<file path="src/rtl/pipelined_adder_sub.sv">
// Pipelined add/subtract unit: WIDTH bits split into STAGES equal slices with a
// registered carry between slices and one global valid/ready enable.
module pipelined_adder_sub #(
    parameter int WIDTH  = 16,
    parameter int STAGES = 4
) (
    input  logic             clk,
    input  logic             rst_n,
    input  logic             in_valid,
    output logic             in_ready,
    input  logic [WIDTH-1:0] A,
    input  logic [WIDTH-1:0] B,
    input  logic             Cin,
    input  logic             Sub,
    output logic             out_valid,
    input  logic             out_ready,
    output logic [WIDTH-1:0] Sum,
    output logic             Cout,
    output logic             Ovf
);

    localparam int SEG = WIDTH / STAGES;

    if (WIDTH % STAGES != 0) begin : g_param_check
        $error("pipelined_adder_sub: WIDTH (%0d) must be a multiple of STAGES (%0d)", WIDTH, STAGES);
    end

    // a/b carry the operands (b already inverted for subtract) until their slice is
    // consumed; sum collects finished slices so the full word leaves together.
    typedef struct packed {
        logic             valid;
        logic             sub;
        logic             carry;
        logic [WIDTH-1:0] a;
        logic [WIDTH-1:0] b;
        logic [WIDTH-1:0] sum;
    } stage_t;

    stage_t       r_stage     [STAGES];
    stage_t       w_stage_in  [STAGES];
    stage_t       w_stage_out [STAGES];
    logic [SEG:0] w_slice     [STAGES];
    logic         w_adv;

    always_comb begin
        w_stage_in[0].valid = in_valid;
        w_stage_in[0].sub   = Sub;
        w_stage_in[0].carry = Cin ^ Sub;
        w_stage_in[0].a     = A;
        w_stage_in[0].b     = Sub ? ~B : B;
        w_stage_in[0].sum   = '0;
        for (int k = 1; k < STAGES; k++) begin
            w_stage_in[k] = r_stage[k-1];
        end
    end

    // NOTE: every combinational output is assigned on every path (copy first, then
    // overwrite the slice) so no latch is inferred.
    always_comb begin
        for (int k = 0; k < STAGES; k++) begin
            w_slice[k] = {1'b0, w_stage_in[k].a[k*SEG +: SEG]}
                       + {1'b0, w_stage_in[k].b[k*SEG +: SEG]}
                       + {{SEG{1'b0}}, w_stage_in[k].carry};
            w_stage_out[k]                    = w_stage_in[k];
            w_stage_out[k].sum[k*SEG +: SEG]  = w_slice[k][SEG-1:0];
            w_stage_out[k].carry              = w_slice[k][SEG];
        end
    end

    assign w_adv = !r_stage[STAGES-1].valid || out_ready;

    // NOTE: data registers are reset along with the valid bits so Sum/Cout/Ovf read 0
    // during and right after reset; non-blocking assignments keep the shift race-free.
    always_ff @(posedge clk or negedge rst_n) begin
        if (!rst_n) begin
            for (int k = 0; k < STAGES; k++) begin
                r_stage[k] <= '0;
            end
        end else if (w_adv) begin
            for (int k = 0; k < STAGES; k++) begin
                r_stage[k] <= w_stage_out[k];
            end
        end
    end

    assign in_ready  = w_adv;
    assign out_valid = r_stage[STAGES-1].valid;
    assign Sum       = r_stage[STAGES-1].sum;
    assign Cout      = r_stage[STAGES-1].carry ^ r_stage[STAGES-1].sub;
    // Carry into the MSB is recovered as a ^ b ^ sum at that bit.
    assign Ovf       = r_stage[STAGES-1].a[WIDTH-1] ^ r_stage[STAGES-1].b[WIDTH-1]
                     ^ r_stage[STAGES-1].sum[WIDTH-1] ^ r_stage[STAGES-1].carry;

endmodule
</file>
<file path="config.mk">
export PLATFORM = sky130hd
export DESIGN_NAME = pipelined_adder_sub
export DESIGN_NICKNAME = d
export VERILOG_FILES = /design/src/rtl/pipelined_adder_sub.sv
export SDC_FILE = /design/constraint.sdc
export NUM_CORES = 1
export LEC_CHECK = 0
export BUFFER_PORTS_ARGS = -buffer_cell sky130_fd_sc_hd__buf_2
export CAP_MARGIN = 25
export CELL_PAD_IN_SITES_DETAIL_PLACEMENT = 0
export CELL_PAD_IN_SITES_GLOBAL_PLACEMENT = 1
export CORE_MARGIN = 1
export CORE_UTILIZATION = 48
export CTS_CLUSTER_SIZE = 25
export DETAILED_ROUTE_END_ITERATION = 8
export GPL_TIMING_DRIVEN = 0
export HOLD_SLACK_MARGIN = 0.03
export PLACE_DENSITY = 0.91
export SETUP_SLACK_MARGIN = 0.3
export SYNTH_ARGS = -nofsm -noshare
export SYNTH_HDL_FRONTEND = slang
export SYNTH_SLANG_ARGS = --single-unit
</file>
<file path="constraint.sdc">
create_clock -name clk -period 2.8 [get_ports clk]
set_input_delay 0.14 -clock clk [delete_from_list [all_inputs] [get_ports clk]]
set_output_delay 0.14 -clock clk [all_outputs]
set_load 0.1 [all_outputs]
</file>
==> impl_results.md <==
* H-tree depth at 3
* Dominant cells by area after synthesis: dfrtp_1 55%, nand2_1 19%, fa_1 3.5%
* First-pass GRT wire length at 15700 um
* Die area at 0.0101 mm^2
* Share of layout cells above drive strength 1 at 19.1%
* Max-Cap Viols at 0
* Hold Fails Final Rpt at 0
* Dpl hpwl at 6380 um
* Rows at 35
* RSZ-0062 raised after global routing: no
* Drt pass-1 iters at 4
* Final Skew at 7.25 ps
* Nets at approximately 630
* Initial antenna violation count at 0
* Crit path kind: reg -> out
* Most frequent cell after synthesis: nand2_1
* Worst-Margin Slew at 543 ps
* Reg2Reg Setup Slack at 950 ps
* Antenna viol nets, final at 0
* Data arrival, critical path at 1780 ps
* Diodes inserted at 0
* Critical path fanouts, max at 10
* # IOs at 58
* Finished Cell Area at 0.00546 mm^2
* Setup crit start kind: flip-flop
* Grt total ovfl at 0
* Depth of the worst register-to-register path at 5
* Worst-Skew Late Latency at ~360 ps
* Buffers added on ports at 56
* Ratio of final minimum period to clock period at 68.5%
* Seq cells post-synth at roughly 100
* Synthesized net count at 552
* Post-synth top area cell: dfrtp_1
* Shortest period the worst path allows at 1920 ps
* Global Route Usage Sum at approximately 20%
* Final Slew Violations at 0
* Max Freq at 0.521 GHz
* Vias in the first global route at 3212
* Cells after Synth at 494
* Initial DRC Count at between 90 and 100
* Synth cell types at 24
* Clk pin slew, worst setup/hold paths at 100 ps
* TritonCTS Buffers at 9
* Most used DFF post-synth: dfrtp_1
* Core area at 0.00928 mm^2
* Vias per inst at 4.65
* DRC errors left at 0
* Number of synthesized flops with an enable pin at 0
* WL final at approximately 9000 um
* CP Capture Type: output port
* Asr flop ratio synth at 100%
* Max clock buf depth at 2
* Hold/Removal Path Class: in -> reg
* Synthesis warning total at 0
* Commonest cells post-synth: 234 x nand2_1, 102 x dfrtp_1, 26 x o21ai_0
* Syn_area_per_cell at approximately 9.4 um^2
* Area post-placement at 0.00511 mm^2
* Setup Buffers After CTS at 0
* Hold path cells at 3
* Final GP Congestion at 0.769
* FILL cells at 845
* Slew HR at ~64%
* Post-Syn Area at 0.00463 mm^2
* Setup violations, final at 0
* Share of Yosys cell area claimed by the top area cell type at 55.1%
* Initial cell density of the core at 49.9%
* Die height at 100 um
* # clock sinks at 102
* Worst EP required at 2660 ps
* Maximum VDD drop at 0.599 mV
* Status: completed
* WL per Instance at between 10 and 15 um
* CTS root buf: clkbuf_8
* Setup TNS at 0 ps
* Sequential element share of the synthesized area at 55.1%
* Width of the die at 100 um
* Via Count at 3301
* Leak Pwr at 0.00289 uW
* Cell area power density at 1260 mW/mm^2
* Largest net degree at the start of global routing at 72
* CTS tree: done
* P&R area growth vs syn at 17.8%
[per-layer routing]
metal | track usage (%) | part of all wire, % | up-vias
met4 | 7.92 | 2.1 | 0
li1 | - | - | 1680
met5 | 0 | 0 | -
met1 | 28.6 | 47 | 1534
met3 | 2.51 | 3.5 | 16
met2 | 32.2 | 47 | 71
[cell families after synthesis]
group                      Yosys count  share of synthesized area (%)
DFF                                102                           55.1
xor gates and xnor gates            26                           4.91
and+or+nand+nor                    248                           20.5
adders and majority gates           20                           6.70
AOI/OAI and AO/OA                   47                           5.56
buffers and inverters               51                           7.21
[placed cells by master (no fill, tap or decap), drive strengths merged]
cell / count
a21oi: 11
clkbuf: 13
o31ai: 1
buf: 94
fa: 8
dlygate4sd3: 14
o21a: 2
inv: 11
nor2b: 4
dfrtp: 102
clkinvlp: 1
ha: 12
a21o: 5
nand2b: 1
xor2: 12
bufinv: 2
xnor2: 14
a211oi: 1
nand2: 234
o21ai: 27
nor2: 8
clkinv: 3
nor3: 1
[final timing paths]
path / from / to
min in group asynchronous: rst_n / Sum[2]
min reg2reg: r_stage[101] / out_valid
max in group asynchronous: rst_n / r_stage[47]
min: B[8] / r_stage[177]
max reg2reg: r_stage[79] / r_stage[48]
max: out_valid / in_ready
[report_power, final]
part	switching [uW]	total, uW	internal, uW
registers	373	2500	2130
logic	2340	3360	1020
clock network	492	994	503
[cell type report]
type                    instances  area (um^2)  area share [%]
clock buffers                  10          128            2.34
repair buffers                 71          450            8.25
well taps                     129          161            2.96
multi-input cells             341         1750            32.0
clock inverters                 6         86.3            1.58
inverters                      11         43.8           0.802
plain buffers                  40          290            5.32
flip-flops and latches        102         2550            46.7
[state kept, by name, summed over array words and instances (netlist names)]
register,flops
r_stage,85
Sum,16
out_valid,1
[timing repair]
| item | CTS | global route |
|---|---|---|
| hold endpoints to repair | 44 | 0 |
| gates resized for setup | 0 | 0 |
| hold buffers | 14 | 0 |
[metrics by stage]
stage / power (uW) / util, % / setup slack (ps) / std cells / hold slack [ps]
2_1_floorplan: 5190 / - / 546 / 494 / -156
3_3_place_gp: 5770 / 54.7 / 551 / 679 / 336
3_5_place_dp: 5890 / 55.0 / 644 / 680 / 116
4_1_cts: 6910 / 58.8 / 868 / 710 / 51.2
5_1_grt: 7370 / 58.8 / 806 / 710 / 76.6
6_report: 6860 / 58.8 / 882 / 710 / 62.3
[worst max-delay path, cell delays in order (launching register included)]
cell and delay, ps:
dfrtp_1 380, nor2b_4 120, buf_6 130, inv_4 70, buf_2 230, buf_2 480
Power figures use the tool's default switching activity.
